<file path="config.mk">
export PLATFORM = sky130hd
export DESIGN_NAME = formatador_resultado
export DESIGN_NICKNAME = d
export VERILOG_FILES = /design/src/rtl/alu_pkg.sv /design/src/rtl/formatador_resultado_corretor_bcd.sv /design/src/rtl/formatador_resultado.sv
export SDC_FILE = /design/constraint.sdc
export NUM_CORES = 1
export LEC_CHECK = 0
export ABC_AREA = 1
export BUFFER_PORTS_ARGS = -buffer_cell sky130_fd_sc_hd__buf_2
export CAP_MARGIN = 20
export CORE_ASPECT_RATIO = 1.1
export CORE_MARGIN = 5
export CORE_UTILIZATION = 60
export CTS_BUF_LIST = sky130_fd_sc_hd__clkbuf_8
export CTS_CLUSTER_SIZE = 25
export DETAILED_ROUTE_END_ITERATION = 10
export HOLD_SLACK_MARGIN = 0.02
export PLACE_DENSITY = 0.94
export SLEW_MARGIN = 20
export SYNTH_ARGS = -nofsm -noshare
export SYNTH_HDL_FRONTEND = slang
export SYNTH_SLANG_ARGS = --single-unit
</file>
<file path="constraint.sdc">
create_clock -name clk -period 2.4 [get_ports clk]
set_input_delay 0.48 -clock clk [delete_from_list [all_inputs] [get_ports clk]]
set_output_delay 0.48 -clock clk [all_outputs]
set_load 0.02 [all_outputs]
</file>
<file path="src/rtl/alu_pkg.sv">
// Shared definitions for the ALU output formatter: FSM encoding and BCD constants.
package alu_pkg;

    typedef enum logic [1:0] {
        OCIOSO   = 2'd0,
        CONVERTE = 2'd1,
        PRONTO   = 2'd2
    } estado_t;

    localparam logic [3:0] LIMIAR_BCD   = 4'd5;
    localparam logic [3:0] CORRECAO_BCD = 4'd3;

    localparam int unsigned NUM_DIGITOS = 3;
    localparam int unsigned LARGURA_BCD = 4 * NUM_DIGITOS;

endpackage

</file>
<file path="src/rtl/formatador_resultado_corretor_bcd.sv">
// Double-dabble nibble correction: adds 3 to a BCD digit that is 5 or more.
module corretor_bcd
    import alu_pkg::*;
(
    input  logic [3:0] digito,
    output logic [3:0] corrigido_c
);

    // Correction applied before the shift so the doubled digit carries correctly.
    always_comb begin
        corrigido_c = digito;
        if (digito >= LIMIAR_BCD) begin
            corrigido_c = digito + CORRECAO_BCD;
        end
    end

endmodule

</file>
<file path="src/rtl/formatador_resultado.sv">
// Converts a two's-complement ALU result to sign + magnitude and three BCD digits,
// with valid/ready handshakes on both sides.
module formatador_resultado
    import alu_pkg::*;
#(
    parameter int unsigned LARGURA = 5
) (
    input  logic               clk,
    input  logic               rst,
    input  logic               entrada_valida,
    output logic               entrada_pronta,
    input  logic [LARGURA-1:0] resultado,
    output logic               saida_valida,
    input  logic               saida_aceita,
    output logic               sinal,
    output logic [LARGURA-1:0] magnitude,
    output logic               zero,
    output logic [3:0]         centenas,
    output logic [3:0]         dezenas,
    output logic [3:0]         unidades
);

    localparam int unsigned LARGURA_REG  = LARGURA_BCD + LARGURA;
    localparam int unsigned LARGURA_CONT = $clog2(LARGURA + 1);

    estado_t estado;
    estado_t estado_next;

    logic [LARGURA_REG-1:0]  deslocador;
    logic [LARGURA_REG-1:0]  corrigido;
    logic [LARGURA_REG-1:0]  deslocado;
    logic [LARGURA_CONT-1:0] contador;

    logic               carregar;
    logic               passo;
    logic               concluir;
    logic               sinal_next;
    logic [LARGURA-1:0] magnitude_next;

    // One corrector per BCD digit sitting above the binary part of the shift register.
    for (genvar i = 0; i < NUM_DIGITOS; i++) begin : g_corretor
        corretor_bcd u_corretor (
            .digito      (deslocador[LARGURA + 4*i +: 4]),
            .corrigido_c (corrigido[LARGURA + 4*i +: 4])
        );
    end

    assign corrigido[LARGURA-1:0] = deslocador[LARGURA-1:0];
    assign deslocado              = {corrigido[LARGURA_REG-2:0], 1'b0};

    // Sign/magnitude of the incoming result; zero is never reported as negative.
    always_comb begin
        sinal_next     = resultado[LARGURA-1] && (resultado != '0);
        magnitude_next = resultado;
        if (sinal_next) begin
            magnitude_next = (~resultado) + LARGURA'(1);
        end
    end

    // Next-state and datapath strobes.
    always_comb begin
        estado_next = estado;
        carregar    = 1'b0;
        passo       = 1'b0;
        concluir    = 1'b0;
        case (estado)
            OCIOSO: begin
                if (entrada_valida) begin
                    carregar    = 1'b1;
                    estado_next = CONVERTE;
                end
            end
            CONVERTE: begin
                passo = 1'b1;
                if (contador == LARGURA_CONT'(1)) begin
                    concluir    = 1'b1;
                    estado_next = PRONTO;
                end
            end
            PRONTO: begin
                if (saida_aceita) begin
                    estado_next = OCIOSO;
                end
            end
            default: begin
                estado_next = OCIOSO;
            end
        endcase
    end

    // State register with registered handshake outputs decoded from the next state.
    always_ff @(posedge clk or posedge rst) begin
        if (rst) begin
            estado         <= OCIOSO;
            entrada_pronta <= 1'b1;
            saida_valida   <= 1'b0;
        end else begin
            estado         <= estado_next;
            entrada_pronta <= (estado_next == OCIOSO);
            saida_valida   <= (estado_next == PRONTO);
        end
    end

    // Capture, shift-and-add-3 iteration and final digit registration.
    always_ff @(posedge clk or posedge rst) begin
        if (rst) begin
            sinal      <= 1'b0;
            magnitude  <= '0;
            zero       <= 1'b0;
            centenas   <= 4'd0;
            dezenas    <= 4'd0;
            unidades   <= 4'd0;
            deslocador <= '0;
            contador   <= '0;
        end else if (carregar) begin
            sinal      <= sinal_next;
            magnitude  <= magnitude_next;
            deslocador <= {LARGURA_BCD'(0), magnitude_next};
            contador   <= LARGURA_CONT'(LARGURA);
        end else if (passo) begin
            deslocador <= deslocado;
            contador   <= contador - LARGURA_CONT'(1);
            if (concluir) begin
                centenas <= deslocado[LARGURA + 8 +: 4];
                dezenas  <= deslocado[LARGURA + 4 +: 4];
                unidades <= deslocado[LARGURA     +: 4];
                zero     <= (magnitude == '0);
            end
        end
    end

endmodule

</file>
== Yosys cells after proc, flatten, opt, wreduce, memory -nomap -nowiden ==
Index checks and enable logic that the tools add are counted.
W data, S select, Z words.

* Add/sub/neg operators: 5
* $lt $le $gt $ge: 3
* Equal/unequal tests: 4
* Multiplexer cells: 17
* Bitwise logic cells: 2
* Reductions and logical operators: 7

{| class="wikitable"
|+ Operators with widths
! operator !! count
|-
| $mux W17 || 2
|-
| $ge A4 B3 Y1 const B || 3
|-
| $mux W3 || 3
|-
| $add A4 B2 Y4 const B || 2
|-
| $mux W4 || 2
|-
| $mux W2 || 3
|-
| $pmux W2 S3 || 1
|-
| $add A5 B1 Y5 const B || 1
|-
| $logic_not A5 Y1 || 1
|-
| $mux W1 || 5
|-
| $mux W5 || 1
|-
| $not A5 Y5 || 1
|-
| $reduce_bool A5 Y1 || 1
|-
| $eq A2 B2 Y1 const B || 2
|-
| $logic_not A2 Y1 || 2
|-
| $add A3 B2 Y3 const B || 1
|-
| $eq A3 B1 Y1 const B || 1
|-
| $reduce_and A3 Y1 || 1
|-
| $sub A3 B1 Y3 const B || 1
|-
| $eq A2 B1 Y1 const B || 1
|-
| $reduce_bool A2 Y1 || 1
|-
| $logic_and A1 B1 Y1 || 1
|-
| $not A1 Y1 || 1
|}

* Register bits after elaboration: 43
* Input bits: 9
* Output and inout bits: 21
* Word-level logic and storage cells: 49

== Longest topological paths before layout ==
* Word-level depth: 4
* Depth in mapped cells: 9

== Hierarchy ==
Synthesis repeated with hierarchy kept, for this count alone.

* Cells, all modules: 254
* Area total of the unflattened synthesis: 2178.3 sq um

{| class="wikitable"
|+ Modules (own cells, without submodules)
! module !! instances !! cells each !! area an instance (sq um) !! sequential area each (sq um)
|-
| formatador_resultado || 1 || 185 || 1773.0 || 1077.3
|-
| corretor_bcd || 3 || 23 || 135.1 || 0.0
|}

== Least setup slack after synthesis ==
Ideal clock, no wire load.

* Path kind: register -> register
* Start: reg contador[1]
* End: reg centenas[0]
* Library setup time: 118 ps
* Data arrival time: 1186 ps
* Data required time: 2282 ps
* Slack: 1096 ps
* Stages on the path, launching flop included: 9
* Path buffers: 1
* Cell sequence: dfrtp_1 -> inv_1 -> ha_1 -> nand2_1 -> nor2_8 -> inv_2 -> buf_6 -> nand2_1 -> nand2_1

* Word-level cells in the longest chain between the ends: 4

{| class="wikitable"
|+ RTL lines
! what !! RTL line !! RTL
|-
| start, declared || formatador_resultado.sv:32 || <nowiki>logic [LARGURA_CONT-1:0] contador;</nowiki>
|-
| start signal, assigned || formatador_resultado.sv:119 || <nowiki>contador <= LARGURA_CONT'(LARGURA);</nowiki>
|-
| start signal, assigned || formatador_resultado.sv:122 || <nowiki>contador <= contador - LARGURA_CONT'(1);</nowiki>
|-
| $eq A3 B1 Y1 || formatador_resultado.sv:75 || <nowiki>if (contador == LARGURA_CONT'(1)) begin</nowiki>
|-
| $mux W1 || formatador_resultado.sv:75 ||
|-
| $mux W1 || formatador_resultado.sv:66 || <nowiki>case (estado)</nowiki>
|-
| $reduce_and A3 Y1 (no source line) || - ||
|-
| end signal, assigned || formatador_resultado.sv:124 || <nowiki>centenas <= deslocado[LARGURA + 8 +: 4];</nowiki>
|-
| end, declared || formatador_resultado.sv:18 || <nowiki>output logic [3:0] centenas,</nowiki>
|}

No other way between the ends.
A chain may end at the register's enable or synchronous reset.

== Worst setup path in the final report ==
* Start: reg estado[1]
* End: reg dezenas[3]

* Word-level cells in the longest chain between the ends: 4

{| class="wikitable"
|+ RTL lines
! what !! RTL line !! RTL
|-
| start, declared || formatador_resultado.sv:26 || <nowiki>estado_t estado;</nowiki>
|-
| start signal, assigned || formatador_resultado.sv:98 || <nowiki>estado <= estado_next;</nowiki>
|-
| $logic_not A2 Y1 || formatador_resultado.sv:66 ||
|-
| $mux W1 || formatador_resultado.sv:66 ||
|-
| $not A1 Y1 (no source line) || - ||
|-
| $reduce_and A3 Y1 (no source line) * || - ||
|-
| end signal, assigned || formatador_resultado.sv:125 || <nowiki>dezenas <= deslocado[LARGURA + 4 +: 4];</nowiki>
|-
| end, declared || formatador_resultado.sv:19 || <nowiki>output logic [3:0] dezenas,</nowiki>
|}

Every way passes the cells marked *; elsewhere a longest branch is shown, timed or not.

==> metrics.md <==
| Metric | Value |
|---|---|
| Die ar. | `4705 um2` |
| Worst slack, placed | `0.8609 ns` |
| Avg Inst Size Synth | `8.406 um2` |
| Clock latency on the worst-skew pair | `0.30 ns` |
| Final setup vio count | `0` |
| IO Pins | `30` |
| CP endpoint kind | `register` |
| Met1 WL | `1814 um` |
| Slowest CP cell | `dfrtp_1` |
| Fin worst setup slack | `0.8848 ns` |
| DR WL/cell | `12.63 um` |
| Final Hold Viols | `0` |
| Via Count | `1689` |
| CTS tree | `built` |
| Worst Max-Slew Pin Slew | `0.5218 ns` |
| Drt first pass iters | `4` |
| Tot GR Track Use | `0.2022` |
| Starting density of the core | `0.6183` |
| Fill cells | `246` |
| Synth Warn # | `0` |
| Unrepaired setup endpoints after global routing | `false` |
| PostCTS Resize Cnt | `0` |
| Placed Instances | `320` |
| Crit-path leading delay family | `simple AND/OR/NAND/NOR gates` |
| Period utilization | `0.6313` |
| Drc violations | `0` |
| CP Class | `reg -> reg` |
| Metal3 WL | `222 um` |
| Cell count after synthesis | `245` |
| Grt ovf | `0` |
| Yosys top cell area share | `0.5103` |
| Final #Nets | `297` |
| Top cells by area, synth | `dfrtp_1 51%, nand2_1 14%, nand3_1 6.6%` |
| Netlist cell types | `23` |
| Multi-input logic area | `818.3 um2` |
| Max Clk Rate | `0.6600 GHz` |
| Leak pwr | `1.304 nW` |
| Post-DP HPWL | `3020 um` |
| Antenna violations before repair | `0` |
| Placer's final routability congestion estimate | `0.9084` |
| Share of cells above drive strength 1 | `0.1577` |
| Max-slew violation count | `0` |
| Synth Net Count | `263` |
| DRT antenna net count | `0` |
| Max incr delay on CP | `0.43 ns` |
| # rows | `22` |
| Clock skew | `0.006798 ns` |
| Reg clk slew, reported paths | `0.07 ns` |
| Crit path max fanout | `19` |
| Final worst path period need | `1.515 ns` |
| CTS root buf | `clkbuf_8` |
| Initial DRC Count | `127` |
| Synth Cell Area | `2059 um2` |
| HP Class | `in -> async` |
| Setup_tns | `0 ns` |
| Final instance area | `2341 um2` |
| Yosys reg bits | `43` |
| VDD IR-drop max | `0.7061 mV` |
| Area after DPL | `2253 um2` |
| Core area | `3331 um2` |
| First-pass GRT wire length | `7348 um` |
| Max layer used | `met4` |
| FF/Latch Area | `1077 um2` |
| Via density | `5.165` |
| N_diodes | `0` |
| Finished Layout Cells | `327` |
| Die extent in x | `65.86 um` |
| Data required time of the worst path | `2.57 ns` |
| CP Cell Sequence | `nor2_4, inv_4, nor2_8, inv_2, nand2_1, o21ai_0` |
| Die Ht | `71.45 um` |
| Synth-to-Final Area Change | `13.67%` |
| Clock buffer depth | `2` |
| Worst setup SP type | `register` |
| I/O Buffers | `29` |
| Hold-fix buffers, CTS | `0` |
| Outcome | `complete, no violations` |
| TritonCTS buffer count | `5` |
| Power per cell area | `1443 nW/um2` |
| Post-CTS Setup Bufs | `0` |
| Post-synthesis sequential area ratio | `0.5231` |
| Arrival time worst endpoint | `1.69 ns` |
| CTS sink count | `43` |
| Total wire length | `4130 um` |
| # Max-Cap Violations | `0` |
| Synth area leader | `dfrtp_1` |
| Met2 wire length | `2034 um` |
| Vias in the first global route | `1659` |
| Largest net degree at the start of global routing | `44` |
| Slew margin rel. | `0.6521` |
| WP buf/inv | `2` |
| CTS H-tree lvls | `2` |
| Final hold slack | `0.2963 ns` |
[synthesized netlist by cell type (all sizes together)]
cell type and count:
a21oi 3, a2bb2oi 2, a31oi 1, buf 4, dfrtp 42, dfstp 1
ha 9, inv 36, nand2 78, nand3 27, nand4 2, nor2 8
nor3 1, o21ai 25, o22ai 5, xor2 1
[flip-flops by register name (all words and copies together) (netlist names)]
name and flops:
deslocador 17, entrada_pronta 1, sinal 1, estado 2
centenas 4, magnitude 5, contador 3, saida_valida 1
dezenas 4, unidades 4, zero 1
[cell type report]
| type | count | area share |
|---|---|---|
| well taps | 48 | 0.02565 |
| clock inverters | 1 | 0.002138 |
| multi-input cells | 162 | 0.3495 |
| repair buffers | 31 | 0.06841 |
| flip-flops and latches | 43 | 0.4602 |
| clock buffers | 6 | 0.03528 |
| inverters | 36 | 0.05879 |
[cells in the final DEF (no fill, tap or decap), types with 2 or more instances in the layout]
master	instances
a21oi_1	3
a2bb2oi_1	2
buf_2	29
buf_4	2
clkbuf_8	6
dfrtp_1	42
ha_1	9
inv_1	34
nand2_1	78
nand3_1	27
nand4_1	2
nor2_1	5
o21ai_0	23
o21ai_1	2
o22ai_1	5
[per-layer routing]
metal | global-route usage | vias up
li1 | - | 859
met1 | 0.2603 | 775
met2 | 0.3241 | 49
met3 | 0.06270 | 6
met4 | 0.06682 | 0
met5 | 0 | -
[worst paths after layout]
path / cells past startpoint / from / to / slack, ns
min in group clk: 2 / centenas[1]$_DFFE_PP0P_ / centenas[1]$_DFFE_PP0P_ / 0.48
worst max register to register: 6 / estado[1]$_DFF_PP0_ / dezenas[3]$_DFFE_PP0P_ / 0.88
worst min register to register: 2 / centenas[1]$_DFFE_PP0P_ / centenas[1]$_DFFE_PP0P_ / 0.48
max in group asynchronous: 3 / rst / entrada_pronta$_DFF_PP1_ / 1.72
worst max-delay path: 6 / estado[1]$_DFF_PP0_ / dezenas[3]$_DFFE_PP0P_ / 0.88
worst min-delay path: 3 / rst / deslocador[11]$_DFFE_PP0P_ / 0.30
[stage by stage]
stage                       util  total power [mW]
final                     0.7029             3.378
after global routing      0.7029             3.717
after CTS                 0.7029             3.392
after detailed placement  0.6766             2.926
after global placement    0.6766             2.854
after floorplan                -             2.477
[cell families (layout without fill, tap and decap cells)]
logic type      count (synthesis)  count (layout)  share of synthesized area
xor+xnor                        1               1                   0.004254
fa+ha+maj                       9               9                    0.05468
compound gates                 36              36                    0.09478
buf+inv                        40              74                    0.07958
flops                          43              43                     0.5231
simple gates                  116             116                     0.2436
[where the power goes]
group / total, mW / switching [mW] / internal, mW
logic: 1.66 / 1.11 / 0.551
registers: 1.26 / 0.193 / 1.07
clock network: 0.455 / 0.229 / 0.226
total: 3.38 / 1.54 / 1.84
[tightest hold or removal path, stage by stage]
cell and delay, ns:
buf_2 0.09, inv_1 0.04, buf_4 0.43
Note: power is estimated with default switching activity, not from simulation.
